### config.mk
export PLATFORM = sky130hd
export DESIGN_NAME = scaled_bank_reader
export DESIGN_NICKNAME = d
export VERILOG_FILES = /design/src/rtl/scaled_bank_reader.sv
export SDC_FILE = /design/constraint.sdc
export NUM_CORES = 1
export LEC_CHECK = 0
export ABC_AREA = 1
export BUFFER_PORTS_ARGS = -buffer_cell sky130_fd_sc_hd__buf_2
export CAP_MARGIN = 20
export CORE_MARGIN = 2
export CORE_UTILIZATION = 32
export CTS_BUF_LIST = sky130_fd_sc_hd__clkbuf_8 sky130_fd_sc_hd__clkbuf_16
export DETAILED_ROUTE_END_ITERATION = 16
export SETUP_SLACK_MARGIN = 0.3
export SLEW_MARGIN = 30
export SYNTH_ARGS = -nofsm -noshare
export SYNTH_HDL_FRONTEND = slang
export SYNTH_SLANG_ARGS = --single-unit
### constraint.sdc
create_clock -name clk_i -period 1.7 [get_ports clk_i]
set_input_delay 0.17 -clock clk_i [delete_from_list [all_inputs] [get_ports clk_i]]
set_output_delay 0.17 -clock clk_i [all_outputs]
set_load 0.005 [all_outputs]
### src/rtl/scaled_bank_reader.sv
// scaled_bank_reader: tagged 4-entry sample bank with a burst reader that undoes producer scaling
//
// Ports:
//   clk_i          clock, all state on rising edge
//   rst_ni         asynchronous active-low reset
//   wr_en_i        write strobe; stores wr_data_i/wr_mode_i at wr_addr_i, marks entry valid
//   wr_addr_i      write entry index
//   wr_data_i      scaled word from producer
//   wr_mode_i      scaling tag: 00 none, 01 div2, 10 shr2, 11 zeroed
//   rd_start_i     single-cycle burst start pulse (honoured only when idle)
//   rd_base_i      first entry of the burst
//   rd_len_i       words in the burst, 0 = no-op that only pulses done
//   out_valid_o    out_data_o/out_zero_o/out_err_o valid
//   out_ready_i    consumer accept
//   out_data_o     restored word
//   out_zero_o     entry was tagged zeroed
//   out_err_o      entry never written since reset
//   busy_o         burst in progress (FETCH or PRESENT)
//   done_o         one-cycle pulse after the burst completes
//   words_out_o    total words delivered since reset, wraps
module scaled_bank_reader #(
    parameter int DATA_W = 32,
    parameter int DEPTH  = 4,
    parameter int CNT_W  = 8,
    localparam int AW    = $clog2(DEPTH)
) (
    input  logic              clk_i,
    input  logic              rst_ni,
    input  logic              wr_en_i,
    input  logic [AW-1:0]     wr_addr_i,
    input  logic [DATA_W-1:0] wr_data_i,
    input  logic [1:0]        wr_mode_i,
    input  logic              rd_start_i,
    input  logic [AW-1:0]     rd_base_i,
    input  logic [CNT_W-1:0]  rd_len_i,
    output logic              out_valid_o,
    input  logic              out_ready_i,
    output logic [DATA_W-1:0] out_data_o,
    output logic              out_zero_o,
    output logic              out_err_o,
    output logic              busy_o,
    output logic              done_o,
    output logic [CNT_W-1:0]  words_out_o
);
    typedef enum logic [1:0] {IDLE, FETCH, PRESENT, DONE} state_e;
    state_e              state_q;
    logic [DATA_W-1:0]   mem_data_q [DEPTH];
    logic [1:0]          mem_mode_q [DEPTH];
    logic [DEPTH-1:0]    vld_q;
    logic [AW-1:0]       ptr_q;
    logic [CNT_W-1:0]    rem_q;
    logic [DATA_W-1:0]   data_d;
    logic                zero_d;
    logic                err_d;

    // Bank contents carry no reset; the valid bits decide whether they mean anything.
    always_ff @(posedge clk_i) begin
        if (wr_en_i) begin
            mem_data_q[wr_addr_i] <= wr_data_i;
            mem_mode_q[wr_addr_i] <= wr_mode_i;
        end
    end

    // Restored view of the entry at ptr; an unwritten entry reads as plain zero.
    always_comb begin
        err_d  = !vld_q[ptr_q];
        zero_d = !err_d && (mem_mode_q[ptr_q] == 2'b11);
        data_d = err_d                      ? '0 :
                 mem_mode_q[ptr_q] == 2'b00 ? mem_data_q[ptr_q] :
                 mem_mode_q[ptr_q] == 2'b01 ? mem_data_q[ptr_q] << 1 :
                 mem_mode_q[ptr_q] == 2'b10 ? mem_data_q[ptr_q] << 2 : '0;
    end

    always_ff @(posedge clk_i or negedge rst_ni) begin
        if (!rst_ni) begin
            state_q     <= IDLE;
            vld_q       <= '0;
            ptr_q       <= '0;
            rem_q       <= '0;
            out_valid_o <= 1'b0;
            out_data_o  <= '0;
            out_zero_o  <= 1'b0;
            out_err_o   <= 1'b0;
            busy_o      <= 1'b0;
            done_o      <= 1'b0;
            words_out_o <= '0;
        end else begin
            if (wr_en_i) vld_q[wr_addr_i] <= 1'b1;
            case (state_q)
                IDLE: begin
                    if (rd_start_i && rd_len_i != '0) begin
                        ptr_q   <= rd_base_i;
                        rem_q   <= rd_len_i;
                        busy_o  <= 1'b1;
                        state_q <= FETCH;
                    end else if (rd_start_i) begin
                        done_o  <= 1'b1;
                        state_q <= DONE;
                    end
                end
                // Reads the bank before any same-cycle write lands, so a colliding write shows up only later.
                FETCH: begin
                    out_data_o  <= data_d;
                    out_zero_o  <= zero_d;
                    out_err_o   <= err_d;
                    out_valid_o <= 1'b1;
                    state_q     <= PRESENT;
                end
                PRESENT: begin
                    if (out_ready_i) begin
                        out_valid_o <= 1'b0;
                        words_out_o <= words_out_o + CNT_W'(1);
                        rem_q       <= rem_q - CNT_W'(1);
                        ptr_q       <= ptr_q + AW'(1);
                        if (rem_q == CNT_W'(1)) begin
                            busy_o  <= 1'b0;
                            done_o  <= 1'b1;
                            state_q <= DONE;
                        end else begin
                            state_q <= FETCH;
                        end
                    end
                end
                DONE: begin
                    done_o  <= 1'b0;
                    state_q <= IDLE;
                end
            endcase
        end
    end
endmodule

== After elaboration in Yosys (flattened, before gate mapping) ==
Memory sizes are Yosys's and may differ from the RTL's.
Cells that the tools add are included.

* Flip-flop bits (word level): 61
* Bits in writable memories: 136
* Input port bits: 51
* Output and inout bits: 45
* Memories: 2

* Add/sub/neg operators: 3
* Magnitude comparators: 3
* Equal/unequal tests: 13
* Muxes and demuxes: 32
* Bitwise operators: 1
* Reductions and logical operators: 16

{| class="wikitable"
|+ Memory list
! name !! depth !! width !! read ports !! clocked after Yosys merged registers in !! wr ports !! RTL line !! text
|-
| mem_data_q || 4 || 32 || 1 || 0 || 1 || 47 || <nowiki>logic [DATA_W-1:0] mem_data_q [DEPTH];</nowiki>
|-
| mem_mode_q || 4 || 2 || 1 || 0 || 1 || 48 || <nowiki>logic [1:0] mem_mode_q [DEPTH];</nowiki>
|}

{| class="wikitable"
|+ Operators by type and width
! operator !! count
|-
| 32-bit 2-to-1 mux || 4
|-
| 8-bit 2-to-1 mux || 2
|-
| 8-bit case mux with 2 select lines || 1
|-
| 1-bit 2-to-1 mux || 12
|-
| 2-bit 2-to-1 mux || 6
|-
| 2-bit != test (second input constant) || 5
|-
| 8-bit by 1-bit adder with 8-bit output (second input constant) || 1
|-
| 2-bit == test (second input constant) || 4
|-
| 8-bit by 1-bit == test with 1-bit output (second input constant) || 1
|-
| 2-bit case mux with 4 select lines || 1
|-
| 8-bit nonzero test || 1
|-
| 8-bit by 1-bit subtractor with 8-bit output (second input constant) || 1
|-
| 2-bit by 3-bit < comparator with 1-bit output (second input constant) || 2
|-
| 2-bit AND reduction || 3
|-
| 5-bit AND reduction || 1
|-
| 2-bit by 1-bit == test with 1-bit output (second input constant) || 2
|-
| 2-bit logical NOT || 2
|-
| 4-bit OR || 1
|-
| 1-bit case mux with 2 select lines || 2
|-
| 2-bit case mux with 2 select lines || 1
|-
| 4-bit AND reduction || 1
|-
| 2-bit nonzero test || 2
|-
| 1-bit logical AND || 3
|-
| 3-bit != test (second input constant) || 1
|-
| other kinds (8) || 8
|}

== Depth between registers and ports, before layout ==
Gate-level depths: netlist of run 1.
An unclocked memory read counts as a cell.

* Depth in word-level cells: 6
* Depth in mapped cells: 12

== Worst setup path after synthesis of run 1 ==
OpenSTA, ideal clock, no wires.

* Path type: input-to-reg
* From: input port wr_addr_i[1]
* To: memory mem_data_q[0][0], enable pin
* Setup time: 425 ps
* Arrival time: 1724 ps
* Required time: 1275 ps
* Path slack: -449 ps
* Stages on the path: 3
* Path buffers: 0
* Cell sequence: inv_1 -> nand2_1 -> nor2_1

{| class="wikitable"
|+ RTL lines
! what !! RTL line !! text
|-
| from (decl) || 30 || <nowiki>input logic [AW-1:0] wr_addr_i,</nowiki>
|-
| to (decl) || 47 ||
|}

Straight into the memory's write port.

== Worst setup path after layout of run 1 ==
* From: register ptr_q[0]
* To: register out_data_o[31]

* Word-level cells in the longest chain between the ends: 6
* Elaborated cells between the ends (all ways): 11
* Those cells by class: eq/ne (2); mux (6); reduce/logical (1); memory (2)

{| class="wikitable"
|+ Ends and longest elaborated chain
! what !! RTL line !! text
|-
| from (decl) || 50 || <nowiki>logic [AW-1:0] ptr_q;</nowiki>
|-
| from (signal assigned) || 92 || <nowiki>ptr_q <= rd_base_i;</nowiki>
|-
| from (signal assigned) || 114 || <nowiki>ptr_q <= ptr_q + AW'(1);</nowiki>
|-
| memory read 4 x 2 bit || n/a ||
|-
| 2-bit == test || 71 || <nowiki>mem_mode_q[ptr_q] == 2'b10 ? mem_data_q[ptr_q] << 2 : '0;</nowiki>
|-
| 32-bit 2-to-1 mux || 71 ||
|-
| 32-bit 2-to-1 mux || 70 || <nowiki>mem_mode_q[ptr_q] == 2'b01 ? mem_data_q[ptr_q] << 1 :</nowiki>
|-
| 32-bit 2-to-1 mux || 69 || <nowiki>mem_mode_q[ptr_q] == 2'b00 ? mem_data_q[ptr_q] :</nowiki>
|-
| 32-bit 2-to-1 mux * || 68 || <nowiki>data_d = err_d ? '0 :</nowiki>
|-
| to (signal assigned) || 103 || <nowiki>out_data_o <= data_d;</nowiki>
|-
| to (decl) || 38 || <nowiki>output logic [DATA_W-1:0] out_data_o,</nowiki>
|}

Every way passes the cells marked *; elsewhere a longest branch is shown, timed or not. The select of a mux whose other input is x is not followed.
A chain may end at the register's enable or synchronous reset.

==> run metrics, run 1 <==
Achievable Freq=0.6165 GHz; most common cell after layout, fill and taps aside=nand2_1; type of the worst min-delay path=input port to register; Skew-Pair Late Insertion Delay=approximately 0.44 ns; Synth Cell Area=9420 um^2; syn_nets=1142; reg2reg start=ptr_q[0]$_DFFE_PN0P_; clock skew=0.01439 ns; Hold Crit Start=rd_len_i[3]; Post-Syn Area per Cell=8.658 um^2; Worst setup EP type=register; Hold Path Sink=rem_q[3]$_DFFE_PN0P_; worst vdd ir=0.8918 mV; WP data arrival=1.94 ns; Pwr Density=1745 nW/um^2; htree depth=4; max-slew violations=0; IO buf count=95; grt met1 use=22.06%; Critical Path Slowest Stage Cell=dfrtp_2; CORE AREA=28860 um^2; Post-layout nets=1307; Max-Slew Margin vs Limit=75.05%; Reg area=5615 um^2; slew of the pin with the lowest slew margin=between 0.3 and 0.4 ns; status=complete, no violations; crit-path max FO=12; Worst Path Required=2.02 ns; area of the multi-input gates=3306 um^2; Setup crit start kind=register; Clock Pin Slew Worst Setup and Hold Paths=around 0.07 ns; Yosys reg bits=197; Final Cycle Share=95.41%; Vias/cell=4.621; total grt overflow=0; CTS Root Cell=clkbuf_16; via count of the first global-routing pass=about 7300; Wirelength per Cell=15.18 um; LEAKAGE=0.005755 uW; IO Count=96; critical path class=register to register; global-route wire length before repair=38670 um; met3 Resource Use GR=3.333%; Cell variety after synth=32; number of max-cap violations=0; Num CTS Buffers=17; CP max stage delay=0.49 ns; final setup vio count=0; Max Root-Sink Buffers=2; final wirelength=between 20000 and 30000 um; CTS Sinks=197; CTS tree=built; setup TNS=0 ns; DIE WIDTH=around 180 um; HPWL after detailed placement=15910 um; Final min period=approximately 1.6 ns; R2R cell count=10; Layout fillers=2827; largest net degree at the start of global routing=46; most frequent cells in the layout=nand2_1, nand3_1, edfxtp_1; Final ANT Viol Nets=0; Die H=175.6 um; FF-to-FF End=out_data_o[31]$_DFFE_PN0P_; crit path cell chain=inv_8 -> nand2_1 -> nand3_2 -> nand2_4 -> buf_12 -> clkbuf_16 -> nor2_1 -> nor2_1 -> nand3_1 -> nand2_1; area grow syn2layout=30.43%; unrepaired setup endpoints after global routing=true; GRT busiest layer=met2; hold depth=5; share of cells above drive strength 1=roughly a fifth; r2r setup slk=about 0.078 ns; First-pass DRT Iterations=5; met2 Track Usage GR=25.43%; row cnt=62; Synth warnings=0; die area=30830 um^2; via count=7648; GPL Wtd Cong=0.8405; Fin Hold WS=about 0.047 ns; sequential cell area fraction in the yosys report=approximately three fifths; initial antenna violation count=7; initial core utilization=~33%; starting DRC count in detailed routing=~650; Post-route DRC=0; total track usage=16.03%; Final Hold Vio Count=0; Gate Count Post-Synth=1088
where the power goes:
part           switching, uW  internal, uW
logic                   6430          4750
clock network           1840          1910
registers                578          5920
cells by family (layout without fill, tap and decap cells):
family / count (synthesis) / after routing / share of synthesized area [%]
and+or+nand+nor: 678 / 679 / 29.63
DFF: 197 / 197 / 59.56
buffers and inverters: 172 / 349 / 7.850
AOI/OAI and AO/OA: 30 / 30 / 1.793
xor gates and xnor gates: 7 / 7 / 0.6508
adders and majority gates: 3 / 3 / 0.3985
muxes: 1 / 1 / 0.1195
other: 0 / 5 / 0
sequential cells by signal, indices dropped and copies added, names as in the netlist:
| name | count |
|---|---|
| done_o | 1 |
| out_data_o | 32 |
| rem_q | 8 |
| mem_mode_q | 8 |
| mem_data_q | 128 |
| words_out_o | 8 |
| busy_o | 1 |
| out_err_o | 1 |
| state_q | 2 |
| out_valid_o | 1 |
| out_zero_o | 1 |
| ptr_q | 2 |
| vld_q | 4 |
critical path: cells and delay by family (launching register included):
family,cells,cell delay (ns)
DFF,1,0.49
buffers and inverters,3,0.44
and+or+nand+nor,7,0.58
routing by layer:
metal / share of wire [%] / up-vias
li1: - / 3806
met1: 46 / 3588
met2: 46 / 216
met3: 6.0 / 34
met4: 1.7 / 4
met5: 0.088 / -
stage by stage:
step | utilization (%) | instances | power, uW | setup slack (ns) | area, um^2
after floorplan | - | 1088 | 12250 | 0.09582 | 9448
after global placement | 36.52 | 1544 | 14920 | 0.06564 | 10540
after detailed placement | 36.52 | 1544 | 15030 | 0.05141 | 10540
after CTS | 40.87 | 1627 | 20100 | 0.1064 | 11790
after global routing | 42.58 | 1655 | 22950 | 0.005448 | 12290
final | 42.58 | 1655 | 21440 | 0.07795 | 12290
layout make-up:
type	instances	share of cell area, %
Tap cell	384	3.910
Antenna cell	5	0.1018
Inverter	120	3.758
Clock buffer	17	3.462
Sequential cell	197	45.70
Timing Repair Buffer	197	15.13
Clock inverter	15	1.029
Multi-Input combinational cell	720	26.90
synth_stat cells (all sizes together):
library cell	count	share of area [%]
nand2	448	18
dfrtp	61	16
inv	115	4.6
a31oi	1	0.066
mux2	1	0.12
clkinv	5	0.20
nand4	2	0.13
or2	5	0.33
o21bai	1	0.080
a21oi	3	0.28
nor3	1	0.053
o21ai	25	1.4
xor2	2	0.19
xnor2	5	0.46
nor2	66	2.8
buf	46	2.8
ha	3	0.40
nand3	156	8.3
clkbuf	6	0.24
edfxtp	136	43
repair_timing:
| item | CTS | global route |
|---|---|---|
| endpoints found under the setup margin | 45 | 48 |
| buffers inserted | 10 | 16 |
| hold buffers | 35 | 0 |
| cloned | 6 | 7 |
| resized for setup | 27 | 62 |
| pin swaps | 3 | 17 |
| endpoints found under the hold margin | 187 | 0 |
worst max path at each step:
stage                    startpoint                         end  slack, ns  cells past startpoint
2_1_floorplan          wr_addr_i[1]  mem_data_q[0][0]$_DFFE_PP_        0.1                      3
3_3_place_gp   ptr_q[0]$_DFFE_PN0P_   out_data_o[8]$_DFFE_PN0P_       0.07                     10
3_5_place_dp   ptr_q[0]$_DFFE_PN0P_   out_data_o[8]$_DFFE_PN0P_       0.05                     10
4_1_cts        ptr_q[0]$_DFFE_PN0P_  out_data_o[14]$_DFFE_PN0P_       0.11                      8
5_1_grt        ptr_q[0]$_DFFE_PN0P_  out_data_o[17]$_DFFE_PN0P_      0.005                      9
6_report       ptr_q[0]$_DFFE_PN0P_  out_data_o[31]$_DFFE_PN0P_       0.08                     10
No activity file was read; power rests on OpenSTA's default activity.
==> run 2: changes to the inputs <==
REMOVE_ABC_BUFFERS = 1   (was not set)
==> run metrics, run 2 (synthesized netlist as in run 1, its figures left out) <==
total grt overflow=0 (unchanged); row cnt=62 (unchanged); Pwr Density=1766 nW/um^2 (+1.2%); Crit path top cell by count=nand2_1; Inst Count DP=1566 (+1.4%); Max Root-Sink Buffers=2 (unchanged); via count of the first global-routing pass=7290 (-0.014%); Clock Pin Slew Worst Setup and Hold Paths=0.08 ns (about the same); CORE AREA=28860 um^2 (unchanged); total track usage=16.69% (+0.66 points); cell family with most CP delay=buffers and inverters; R2R cell count=11 (+1); most flop-heavy register=mem_data_q; CTS Root Cell=clkbuf_16; CTS tree=built; Skew-Pair Late Insertion Delay=0.45 ns (about the same); CTS Sinks=197 (unchanged); worst vdd ir=1.092 mV (+22%); biggest regs=mem_data_q (128), out_data_o (32); Final Hold Vio Count=0 (unchanged); Vias/cell=4.718 (+2.1%); Final min period=1.644 ns (+0.02215 ns); Post-layout nets=1326 (+1.5%); max-slew violations=0 (unchanged); most common cell after layout, fill and taps aside=nand2_1; First-pass DRT Iterations=5 (unchanged); WP data arrival=2.04 ns (+0.10 ns); largest net degree at the start of global routing=35 (-24%); DIE WIDTH=175.6 um (unchanged); initial antenna violation count=1 (-6); LEAKAGE=0.005881 uW (+2.2%); starting DRC count in detailed routing=658 (+2.0%); Crit path depth=11 (+1); Critical Path Slowest Stage Cell=dfrtp_2; unrepaired setup endpoints after global routing=true; IO buf count=95 (unchanged); Post-route DRC=0 (unchanged); Final ANT Viol Nets=0 (unchanged); Num CTS Buffers=17 (unchanged); slew of the pin with the lowest slew margin=0.4825 ns (+0.1083 ns); status=complete, no violations; most frequent cells in the layout=nand2_1, nand3_1, edfxtp_1; number of flip-flops in the largest register=128 (unchanged); Buf/Inv on CP=5 (+2); Ant. Diodes=0 (-5); critical path class=register to register; area grow syn2layout=34.47%; HPWL after detailed placement=16120 um (+1.3%); crit path cell chain=clkinv_4 -> buf_12 -> nand2_4 -> nand3_4 -> a21oi_4 -> buf_12 -> buf_8 -> nand2_1 -> inv_1 -> nand2_1 -> nand2_1; Setup crit start kind=register; Fin Hold WS=0.04451 ns (-0.002966 ns); Achievable Freq=0.6082 GHz (-1.3%); crit-path max FO=8 (-4); non-filler cells, final=1669 (+0.85%); hold depth=2 (-3); Die H=175.6 um (unchanged); final setup vio count=0 (unchanged); clock skew=0.01075 ns (-0.003637 ns); GPL Wtd Cong=0.8174 (-2.7%); CP max stage delay=0.45 ns (-0.04 ns); via count=7875 (+3.0%); global-route wire length before repair=39690 um (+2.6%); type of the worst min-delay path=input port to register; Max-Slew Margin vs Limit=67.83% (-7.2 points); final wirelength=25790 um (+2.7%); die area=30830 um^2 (unchanged); initial core utilization=32.64% (unchanged); share of cells above drive strength 1=25.53% (+4.5 points); Worst setup EP type=register; Worst Path Required=2.09 ns (+0.07 ns); Final Cycle Share=96.72% (+1.3 points); Wirelength per Cell=15.45 um (+1.8%); htree depth=4 (unchanged); IO Count=96 (unchanged); number of max-cap violations=0 (unchanged)
==> run 2: cell count changes in the layout (fill, tap and decap cells not counted), sizes merged, moves of 2 or more <==
cell    before  now
clkbuf      23   18
clkinv      14   12
diode        5    0
buf        155  179
inv        120  122
==> run 2: report_power, final <==
part	internal, uW	switching [uW]	total (uW)
combinational	5100	6700	11800
clock	2010	2100	4120
sequential	5910	540	6450
total	13000	9350	22400
==> run 2: final cells by class <==
class | count | area [um^2]
Clock buffer | 17 | 425.4
Clock inverter | 15 | 177.7
Fill cell | 2764 | 16190
Inverter | 120 | 470.5
Multi-Input combinational cell | 720 | 3520
Sequential cell | 197 | 5614
Tap cell | 384 | 480.5
Timing Repair Buffer | 215 | 1972
Timing Repair inverter | 1 | 7.507
==> run 2: path summary, 6_finish.rpt <==
path / endpoint / from / slack, ns
max reg2reg: out_data_o[24]$_DFFE_PN0P_ / ptr_q[0]$_DFFE_PN0P_ / 0.06
min in group asynchronous: rem_q[4]$_DFFE_PN0P_ / rst_ni / 0.21
max in group asynchronous: out_data_o[31]$_DFFE_PN0P_ / rst_ni / 0.96
max: out_data_o[24]$_DFFE_PN0P_ / ptr_q[0]$_DFFE_PN0P_ / 0.06
min: vld_q[2]$_DFFE_PN0P_ / wr_addr_i[0] / 0.04
min reg2reg: words_out_o[7]$_DFFE_PN0P_ / words_out_o[7]$_DFFE_PN0P_ / 0.47
==> run 2: repair_timing <==
item,4_1_cts,5_1_grt
endpoints found under the hold margin,151,0
cloned,9,3
pin swaps,12,35
resized for setup,66,107
setup endpoints to repair,40,47
buffers inserted,16,8
hold buffers,35,0
==> run 2: stage by stage <==
stage	setup slack [ns]	total power [uW]	utilization [%]	area, um^2	TNS, ns
after floorplan	-2.706	11690	-	9131	-147.78
after global placement	0.05920	15030	36.93	10660	0
after detailed placement	0.01636	15130	36.93	10660	0
after CTS	0.1288	21450	42.46	12250	0
after global routing	0.004015	23840	43.90	12670	0
final	0.05581	22370	43.90	12670	0
==> run 2: routing by layer <==
layer,global-route usage [%],up-vias,wire (um)
met4,5.337,2,407
li1,-,3843,-
met1,22.73,3755,11770
met5,0,-,13
met2,27.10,245,12300
met3,2.965,30,1301
